**src/rtl/tone_pkg.sv**
```systemverilog
// Shared definitions for the tone sequencer.
//   FREQ_HZ      : tone frequency per note code 0..88 (31 Hz * 2^(n/12), rounded)
//   MAX_TONE     : highest code that selects its own table entry
//   DEFAULT_NOTE : table entry used for codes 89..126
//   REST_NOTE    : code that keeps the output low for the note's duration
//   state_t      : sequencer state encoding
//   half_cycles  : clock cycles per half period minus one, for a given tone
package tone_pkg;

  localparam int unsigned NUM_TONES    = 89;
  localparam logic [6:0]  MAX_TONE     = 7'd88;
  localparam logic [6:0]  DEFAULT_NOTE = 7'd61;
  localparam logic [6:0]  REST_NOTE    = 7'd127;

  // Note 61 is pinned at 1050 Hz; it doubles as the default tone.
  localparam int unsigned FREQ_HZ [NUM_TONES] = '{
      31,   33,   35,   37,   39,   41,   44,   46,   49,   52,   55,   59,
      62,   66,   70,   74,   78,   83,   88,   93,   98,  104,  110,  117,
     124,  131,  139,  147,  156,  166,  175,  186,  197,  209,  221,  234,
     248,  263,  278,  295,  312,  331,  351,  372,  394,  417,  442,  468,
     496,  525,  557,  590,  625,  662,  701,  743,  787,  834,  884,  936,
     992, 1050, 1113, 1180, 1250, 1324, 1403, 1486, 1575, 1668, 1768, 1873,
    1984, 2102, 2227, 2359, 2500, 2648, 2806, 2973, 3149, 3337, 3535, 3745,
    3968, 4204, 4454, 4719, 4999
  };

  typedef enum logic {
    ST_IDLE = 1'b0,
    ST_PLAY = 1'b1
  } state_t;

  // round(clk_hz / (2 * f_hz)) - 1
  function automatic int unsigned half_cycles(input int unsigned clk_hz,
                                              input int unsigned f_hz);
    return (clk_hz + f_hz) / (2 * f_hz) - 1;
  endfunction

endpackage

```
**src/rtl/tone_fifo.sv**
```systemverilog
// Note queue: synchronous FIFO with show-ahead read data.
//   clk, rst : clock, synchronous active-high reset
//   clr      : discard all entries (wins over a same-cycle push)
//   push     : write wdata when not full (a same-cycle pop never frees room)
//   pop      : advance past the head entry when not empty
//   rdata    : current head entry
//   level    : number of stored entries; full/empty flags derived from it
module tone_fifo
  import tone_pkg::*;
#(
  parameter int unsigned WIDTH = 23,
  parameter int unsigned DEPTH = 8
) (
  input  logic                     clk,
  input  logic                     rst,
  input  logic                     clr,
  input  logic                     push,
  input  logic                     pop,
  input  logic [WIDTH-1:0]         wdata,
  output logic [WIDTH-1:0]         rdata,
  output logic [$clog2(DEPTH):0]   level,
  output logic                     full,
  output logic                     empty
);

  localparam int unsigned AW = $clog2(DEPTH);

  logic [WIDTH-1:0] mem [DEPTH];
  logic [AW-1:0]    wr_ptr;
  logic [AW-1:0]    rd_ptr;
  logic             do_push;
  logic             do_pop;

  assign full    = (level == (AW+1)'(DEPTH));
  assign empty   = (level == '0);
  assign do_push = push & ~full & ~clr;
  assign do_pop  = pop & ~empty & ~clr;
  assign rdata   = mem[rd_ptr];

  always_ff @(posedge clk) begin
    if (rst || clr) begin
      wr_ptr <= '0;
      rd_ptr <= '0;
      level  <= '0;
    end else begin
      if (do_push) wr_ptr <= wr_ptr + 1'b1;
      if (do_pop)  rd_ptr <= rd_ptr + 1'b1;
      unique case ({do_push, do_pop})
        2'b10:   level <= level + 1'b1;
        2'b01:   level <= level - 1'b1;
        default: level <= level;
      endcase
    end
  end

  always_ff @(posedge clk) begin
    if (do_push) mem[wr_ptr] <= wdata;
  end

endmodule

```
**src/rtl/tone_seq.sv**
```systemverilog
// Tone sequencer: plays queued (note, duration) entries as a square wave.
//   clk, rst          : clock, synchronous active-high reset
//   en                : play enable; low pauses the current note
//   flush             : drop the queue and the current note
//   in_valid/in_ready : note entry handshake (in_note code, in_dur in ms)
//   buz               : square-wave output
//   busy              : high while a note is playing
//   level             : number of queued entries
//   done              : one-cycle pulse after the last queued note ends
module tone_seq
  import tone_pkg::*;
#(
  parameter int unsigned CLK_HZ = 24_000_000,
  parameter int unsigned DEPTH  = 8,
  parameter int unsigned DUR_W  = 16
) (
  input  logic                   clk,
  input  logic                   rst,
  input  logic                   en,
  input  logic                   flush,
  input  logic                   in_valid,
  output logic                   in_ready,
  input  logic [6:0]             in_note,
  input  logic [DUR_W-1:0]       in_dur,
  output logic                   buz,
  output logic                   busy,
  output logic [$clog2(DEPTH):0] level,
  output logic                   done
);

  localparam int unsigned TICK_CYC = CLK_HZ / 1000;
  localparam int unsigned TICK_W   = (TICK_CYC > 1) ? $clog2(TICK_CYC) : 1;
  localparam int unsigned HALF_MAX = half_cycles(CLK_HZ, FREQ_HZ[0]);
  localparam int unsigned HALF_W   = (HALF_MAX > 0) ? $clog2(HALF_MAX + 1) : 1;
  localparam int unsigned FW       = 7 + DUR_W;

  state_t            state;
  state_t            state_n;
  logic [6:0]        note_q;
  logic [DUR_W-1:0]  rem;
  logic [TICK_W-1:0] tick_cnt;
  logic [HALF_W-1:0] tone_cnt;
  logic [HALF_W-1:0] half_sel;
  logic [HALF_W-1:0] half_rom [NUM_TONES];
  logic [6:0]        note_idx;
  logic              tick_wrap;
  logic              pop;
  logic              note_end;
  logic              done_n;
  logic              fifo_full;
  logic              fifo_empty;
  logic [FW-1:0]     head;
  logic [6:0]        head_note;
  logic [DUR_W-1:0]  head_dur;

  // Half-period table resolved at elaboration for this clock rate.
  for (genvar g = 0; g < NUM_TONES; g++) begin : g_half
    assign half_rom[g] = HALF_W'(half_cycles(CLK_HZ, FREQ_HZ[g]));
  end

  assign note_idx  = (note_q > MAX_TONE) ? DEFAULT_NOTE : note_q;
  assign half_sel  = half_rom[note_idx];
  assign tick_wrap = (tick_cnt == TICK_W'(TICK_CYC - 1));
  assign head_note = head[FW-1:DUR_W];
  assign head_dur  = head[DUR_W-1:0];
  assign in_ready  = ~fifo_full;
  assign busy      = (state == ST_PLAY);

  tone_fifo #(
    .WIDTH (FW),
    .DEPTH (DEPTH)
  ) u_fifo (
    .clk   (clk),
    .rst   (rst),
    .clr   (flush),
    .push  (in_valid),
    .pop   (pop),
    .wdata ({in_note, in_dur}),
    .rdata (head),
    .level (level),
    .full  (fifo_full),
    .empty (fifo_empty)
  );

  always_ff @(posedge clk) begin
    if (rst) state <= ST_IDLE;
    else     state <= state_n;
  end

  always_comb begin
    state_n  = state;
    pop      = 1'b0;
    note_end = 1'b0;
    done_n   = 1'b0;
    unique case (state)
      ST_IDLE: begin
        if (en && !fifo_empty) begin
          pop     = 1'b1;
          state_n = ST_PLAY;
        end
      end
      ST_PLAY: begin
        // Remaining duration of 1 at a tick wrap means it reaches 0 now.
        if (en && tick_wrap && rem == DUR_W'(1)) begin
          note_end = 1'b1;
          if (!fifo_empty) begin
            pop = 1'b1;
          end else begin
            state_n = ST_IDLE;
            done_n  = 1'b1;
          end
        end
      end
      default: state_n = ST_IDLE;
    endcase
    if (flush) begin
      state_n  = ST_IDLE;
      pop      = 1'b0;
      note_end = 1'b0;
      done_n   = 1'b0;
    end
  end

  always_ff @(posedge clk) begin
    if (rst) begin
      done <= 1'b0;
    end else begin
      done <= done_n;
    end
  end

  always_ff @(posedge clk) begin
    if (rst || flush) begin
      note_q   <= '0;
      rem      <= '0;
      tick_cnt <= '0;
      tone_cnt <= '0;
      buz      <= 1'b0;
    end else if (pop) begin
      note_q   <= head_note;
      rem      <= (head_dur == '0) ? DUR_W'(1) : head_dur;
      tick_cnt <= '0;
      tone_cnt <= '0;
      buz      <= 1'b0;
    end else if (note_end) begin
      rem      <= '0;
      tick_cnt <= '0;
      tone_cnt <= '0;
      buz      <= 1'b0;
    end else if (state == ST_PLAY && en) begin
      tick_cnt <= tick_wrap ? '0 : tick_cnt + 1'b1;
      if (tick_wrap) rem <= rem - 1'b1;
      if (note_q == REST_NOTE) begin
        buz      <= 1'b0;
        tone_cnt <= '0;
      end else if (tone_cnt == half_sel) begin
        buz      <= ~buz;
        tone_cnt <= '0;
      end else begin
        tone_cnt <= tone_cnt + 1'b1;
      end
    end else begin
      // Idle or paused: counters hold, output parks low.
      buz <= 1'b0;
    end
  end

endmodule

```
**config.mk**
```make
export PLATFORM = sky130hd
export DESIGN_NAME = tone_seq
export DESIGN_NICKNAME = d
export VERILOG_FILES = /design/src/rtl/tone_pkg.sv /design/src/rtl/tone_fifo.sv /design/src/rtl/tone_seq.sv
export SDC_FILE = /design/constraint.sdc
export NUM_CORES = 1
export LEC_CHECK = 0
export CAP_MARGIN = 20
export CORE_MARGIN = 5
export CORE_UTILIZATION = 25
export CTS_CLUSTER_DIAMETER = 80
export CTS_CLUSTER_SIZE = 10
export DETAILED_ROUTE_END_ITERATION = 10
export GPL_TIMING_DRIVEN = 1
export PLACE_DENSITY_LB_ADDON = 0.1
export SYNTH_ARGS = -nofsm -noshare
export SYNTH_HDL_FRONTEND = slang
export SYNTH_SLANG_ARGS = --single-unit
```
**constraint.sdc**
```tcl
create_clock -name clk -period 6.2 [get_ports clk]
set_clock_uncertainty 0.2 [all_clocks]
set_input_delay 1.24 -clock clk [delete_from_list [all_inputs] [get_ports clk]]
set_output_delay 1.24 -clock clk [all_outputs]
set_load 0.1 [all_outputs]
```
Word-level counts from Yosys, hierarchy flattened

Memories as Yosys holds them, arrays and structs flattened. A register that Yosys moved wholly into a read port is not among the register bits.
Cells that the tools add are included.

Register bits: 70
Bits in latches: 0
Memory bits (writable): 184
Bits in read-only memories: 2432
Bits of input ports: 28
Output and inout port bits: 8
Logic and storage cells: 83
Memories kept: 2

Add/subtract/negate cells: 7
Multiply operators: 0
Div/mod/pow operators: 0
$lt $le $gt $ge: 2
Eq/ne operators: 7
Shift operators: 0
Mux-type cells: 27
Bitwise logic cells: 12
Reductions and logical operators: 16

Memories:

| memory           | words | width | read ports | clocked after memory_dff | write ports | line            | source |
|---|---|---|---|---|---|---|---|
| (name not given) | 128   | 19    | 1          | 0                        | 0           | tone_seq.sv:62  | `assign half_sel = half_rom[note_idx];` |
| u_fifo.mem       | 8     | 23    | 1          | 1                        | 1           | tone_fifo.sv:28 | `logic [WIDTH-1:0] mem [DEPTH];` |

Operator list:

| kind                  | count |
|---|---|
| $mux 16               | 5 |
| $mux 19               | 4 |
| $add 19x1->19 const B | 1 |
| $eq 19x19->1          | 1 |
| $eq 16x1->1 const B   | 1 |
| $logic_not 16->1      | 1 |
| $sub 16x1->16 const B | 1 |
| $add 15x1->15 const B | 1 |
| $eq 15x15->1 const B  | 1 |
| $mux 15               | 1 |
| $mux 1                | 11 |
| $ge 8x8->1 const B    | 1 |
| $not 7->8             | 1 |
| $pmux 4 s2            | 1 |
| $eq 7x7->1 const B    | 1 |
| $gt 7x7->1 const B    | 1 |
| $mux 7                | 1 |
| $not 1->1             | 7 |
| $add 3x1->3 const B   | 2 |
| $mux 3                | 2 |
| $reduce_bool 3->1     | 2 |
| $reduce_or 5->1       | 1 |
| $add 4x1->4 const B   | 1 |
| $and 1x1->1           | 4 |
| other kinds (14)      | 18 |

Longest topological paths before layout

Word-level depth: 10
Mapped depth: 19
Mapped depth without buffers: 15

Modules after synthesis

A second synthesis with hierarchy kept.

Cell total of the unflattened synthesis: 1214
Area, all modules: 13718.2 µm²

By module, submodules not included:

| module    | times used | cells an instance | area each (µm²) | seq. area each (µm²) |
|---|---|---|---|---|
| tone_fifo | 1          | 343               | 7723.7          | 5785.5 |
| tone_seq  | 1          | 871               | 5994.5          | 1201.2 |

Least setup slack after synthesis

Ideal clock, no wire load.

Kind: flip-flop to flip-flop
From: register u_fifo.level[0]
To: memory u_fifo.mem[0][0] (enable)
Setup time: 0.432 ns
Data arrival time: 4.131 ns
Required time: 5.568 ns
Slack: 1.437 ns
Cell stages (with the launch flop): 6
Buffers on the path: 0
Period minus slack after synthesis: 4.763 ns
Cell sequence: dfxtp_1 nor3_1 nand2_1 nand2_1 or3_1 nor3_1

Word-level cells in the longest chain between the ends: 6

Ends and longest elaborated chain:

| item                         | line            | source |
|---|---|---|
| start, declared              | tone_fifo.sv:21 | `output logic [$clog2(DEPTH):0] level,` |
| start signal, assigned       | tone_fifo.sv:49 | `2'b10: level <= level + 1'b1;` |
| start signal, assigned       | tone_fifo.sv:50 | `2'b01: level <= level - 1'b1;` |
| start signal, assigned       | tone_fifo.sv:51 | `default: level <= level;` |
| $eq 4x4->1                   | tone_fifo.sv:34 | `assign full = (level == (AW+1)'(DEPTH));` |
| $not 1->1                    | --              |  |
| named net in_ready           | tone_seq.sv:22  | `output logic in_ready,` |
| $and 1x1->1 (2 in series)    | tone_fifo.sv:36 | `assign do_push = push & ~full & ~clr;` |
| $mux 1                       | tone_fifo.sv:57 | `if (do_push) mem[wr_ptr] <= wdata;` |
| $mux 1 (implied by the code) | tone_fifo.sv:57 |  |
| end, declared                | tone_fifo.sv:28 |  |

The timed path passes the listed nets, and every way through them passes these cells.

Worst setup path in the final report

From: register note_q[0]
To: register tone_cnt[6]

Word-level cells in the longest chain between the ends: 9
Elaborated cells on any way between the ends: 10
Those cells by class: 1 x order compare; 2 x eq/ne; 5 x mux; 1 x bitwise; 1 x memory

Ends and longest elaborated chain:

| item                                        | line            | source |
|---|---|---|
| start, declared                             | tone_seq.sv:39  | `logic [6:0] note_q;` |
| start signal, assigned                      | tone_seq.sv:140 | `note_q <= head_note;` |
| $gt 7x7->1                                  | tone_seq.sv:61  | `assign note_idx = (note_q > MAX_TONE) ? DEFAULT_NOTE : note_q;` |
| $mux 7                                      | tone_seq.sv:61  |  |
| $not 7->8 (implied by the code)             | tone_seq.sv:62  |  |
| $mem_v2 128x19                              | --              |  |
| $mux 19 (implied by the code) (2 in series) | tone_seq.sv:62  |  |
| $eq 19x19->1                                | tone_seq.sv:156 | `end else if (tone_cnt == half_sel) begin` |
| $mux 19                                     | tone_seq.sv:156 |  |
| $mux 19 (*)                                 | tone_seq.sv:153 | `if (note_q == REST_NOTE) begin` |
| end signal, assigned                        | tone_seq.sv:160 | `tone_cnt <= tone_cnt + 1'b1;` |
| end, declared                               | tone_seq.sv:42  | `logic [HALF_W-1:0] tone_cnt;` |

Every way passes the cells marked *; elsewhere a longest branch is shown, timed or not. The select of a mux whose other input is x is not followed.
A chain may end at the register's enable or synchronous reset.

==> results.sh <==
export IMPL_status="finished clean"
export IMPL_fin_ws_ns=0.833
export IMPL_gr_usage_all_layers_pct=14.2
export IMPL_critPathTopFamily="compound AO/OA/AOI/OAI gates"
export IMPL_drcViolationCount=0
export IMPL_synthTopCellsByCount="edfxtp_1, nor2_1, nand2_1"
export IMPL_hold_class="flop to flop"
export IMPL_clk_latency_ns=0.59
export IMPL_die_w_microns=245
export IMPL_core_sq_um=55000
export IMPL_synth_top_cell_area_share_pct=39.9
export IMPL_max_stage_delay_ns=0.64
export IMPL_ys_flop_type="edfxtp_1"
export IMPL_grt_max_degree=85
export IMPL_tritoncts="done"
export IMPL_cts_buffers=30
export IMPL_clk_pin_slew_worst_paths_ns=0.06
export IMPL_path_buf_inv=1
export IMPL_period_share_pct=86.6
export IMPL_cp_data_required_time_ns=6.43
export IMPL_synthToLayoutAreaGrowth_pct=14.5
export IMPL_ir_drop_mv=0.242
export IMPL_finalNetCount=1277
export IMPL_drv_cap=0
export IMPL_hpwl_microns=28000
export IMPL_num_rows=86
export IMPL_wirelength_microns=43500
export IMPL_postSynthCellCount=1224
export IMPL_viasPerCell=5.11
export IMPL_worst_ep_arrival_time_ns=5.59
export IMPL_yosys_area_top_type="edfxtp_1"
export IMPL_synth_most_common_cell="edfxtp_1"
export IMPL_syn_nets=1272
export IMPL_leakage_nw=5.00
export IMPL_slew_viol_final=0
export IMPL_slowest_stage="ha_1"
export IMPL_path_class="flop to flop"
export IMPL_cp_max_fo=22
export IMPL_ys_types=92
export IMPL_io_pins=36
export IMPL_synth_edf_count=184
export IMPL_die_height_microns=245
export IMPL_postCtsSetupBuffers=0
export IMPL_port_buffers=35
export IMPL_drive_above_1_share_pct=13.4
export IMPL_crit_path_start_kind="flop"
export IMPL_dp_slack_ns=0.871
export IMPL_fmax_ghz=0.186
export IMPL_ctsResizeCount=0
export IMPL_tightestPinTransition_ns=1.01
export IMPL_htreeDepth=1
export IMPL_critical_path_cell_chain="or3_1, o211ai_2, nand2b_1, ha_1, buf_4, nor2_1, o21ai_0, a41oi_1, a2111oi_0, o22ai_1, xor2_1, nor4_1, nand4_2, a31oi_1, a21oi_1"
export IMPL_max_slew_margin_rel_pct=32.8
export IMPL_syn_avg_cell_area_sq_um=11.3
export IMPL_drt_first_iter_violations=995
export IMPL_cts_sinks=257
export IMPL_initial_core_util_pct=25.2
export IMPL_rrSetupSlack_ns=0.83
export IMPL_clockBufferDepth=3
export IMPL_synth_area_sq_um=13800
export IMPL_utilization_pct=28.8
export IMPL_antenna_found_initial=3
export IMPL_power_mw=3.73
export IMPL_period_minus_slack_ns=5.37
export IMPL_end_kind="flop"
export IMPL_firstDrtPassIters=5
export IMPL_report_final_setup_viol=0
export IMPL_grt_pass1_vias=10200
export IMPL_power_density_nw_per_um2=235
export IMPL_ant_nets=0
export IMPL_vias=10200
export IMPL_hold_violations=0
export IMPL_async_reset_ff_share_pct=0
export IMPL_holdWs_ns=0.284
export IMPL_finalSetupTns_ns=0
export IMPL_synth_seq_cells=257
export IMPL_yosys_warnings=0
export IMPL_root_buffer="clkbuf_16"
export IMPL_routabilityCongestion=0.908
export IMPL_dieArea_sq_um=60200
export IMPL_ys_seq_area_share_pct=50.5
export IMPL_rsz0062_at_grt="false"
export IMPL_ctsHoldBuffers=0
export IMPL_grt_overflow=0
export IMPL_synthTopCellsByArea="edfxtp_1, dfxtp_1, mux4_2, nor2_1, nand2_1"
export IMPL_post_drt_wl_per_cell_microns=21.7
export IMPL_grt_pass1_wl_microns=66500
path summary, 6_finish.rpt:
path / start / end / depth (start not counted)
max: note_q[0] / tone_cnt[6] / 15
min: tone_cnt[14] / tone_cnt[14] / 2
max reg2reg: note_q[0] / tone_cnt[6] / 15
min reg2reg: tone_cnt[14] / tone_cnt[14] / 2
registers in the layout (all words and copies together) (netlist names), 3 cells and up, named ones only:
name / flops
u_fifo.mem: 184
rem: 16
u_fifo.rd_ptr: 3
tone_cnt: 19
u_fifo.level: 4
tick_cnt: 15
u_fifo.wr_ptr: 3
note_q: 7
cell usage in the layout (no fill, tap or decap), types with 21 or more instances in the layout:
cell type / instances
o21ai_0: 56
a21oi_1: 48
nand2_1: 92
edfxtp_1: 184
dfxtp_1: 66
inv_1: 25
xor2_1: 22
a31oi_1: 27
a211oi_1: 21
nand3_1: 31
clkbuf_16: 30
mux2i_1: 31
nor2_1: 95
nand2b_1: 31
buf_4: 30
clkbuf_1: 21
mux4_2: 47
clkdlybuf4s50_1: 35
routing by layer:
layer / vias up / GRT usage, % / wire, microns
met3: 89 / 2.04 / 2250
met4: 2 / 4.50 / 1350
li1: 4731 / - / -
met2: 342 / 22.9 / 20100
met1: 5066 / 19.8 / 19700
met5: - / 0 / 13
where the power goes:
group	leakage, nW	internal, mW	switching [mW]	total (mW)
clock	0.438	0.972	0.696	1.67
combinational	2.31	0.0732	0.128	0.201
sequential	2.25	1.85	0.00728	1.86
total	5.00	2.90	0.831	3.73
stage by stage:
step / cell area, sq um / instances
final: 15800 / 2003
after global routing: 15800 / 2001
after CTS: 15800 / 2001
after detailed placement: 14900 / 1945
after global placement: 14900 / 1945
after floorplan: 13800 / 1224
cells by family (layout without fill, tap and decap cells):
family | count (synthesis) | count (layout) | synth area share (%)
XOR/XNOR | 38 | 38 | 2.41
other | 0 | 2 | 0
AO/OA/AOI/OAI | 303 | 303 | 15.4
multiplexers | 83 | 83 | 10.3
adder cells (fa/ha/maj) | 20 | 20 | 1.86
buffers and inverters | 121 | 150 | 4.36
AND/OR/NAND/NOR | 402 | 402 | 15.1
flip-flops | 257 | 257 | 50.5
cell type report:
cell class                      instances  area [sq um]
Sequential cell                       257          7000
Clock inverter                          3          65.1
Tap cell                              748           936
Multi-Input combinational cell        846          6300
Timing Repair Buffer                   65           576
Inverter                               29           109
Clock buffer                           53           857
Fill cell                            5681         39100
Antenna cell                            2          5.00
worst register-to-register path: stages (launching register included):
cell	delay, ns
dfxtp_1	0.30
or3_1	0.42
o211ai_2	0.39
nand2b_1	0.22
ha_1	0.64
buf_4	0.25
nor2_1	0.11
o21ai_0	0.28
a41oi_1	0.14
a2111oi_0	0.40
o22ai_1	0.19
xor2_1	0.17
nor4_1	0.42
nand4_2	0.60
a31oi_1	0.38
a21oi_1	0.09
Power figures use the tool's default switching activity.
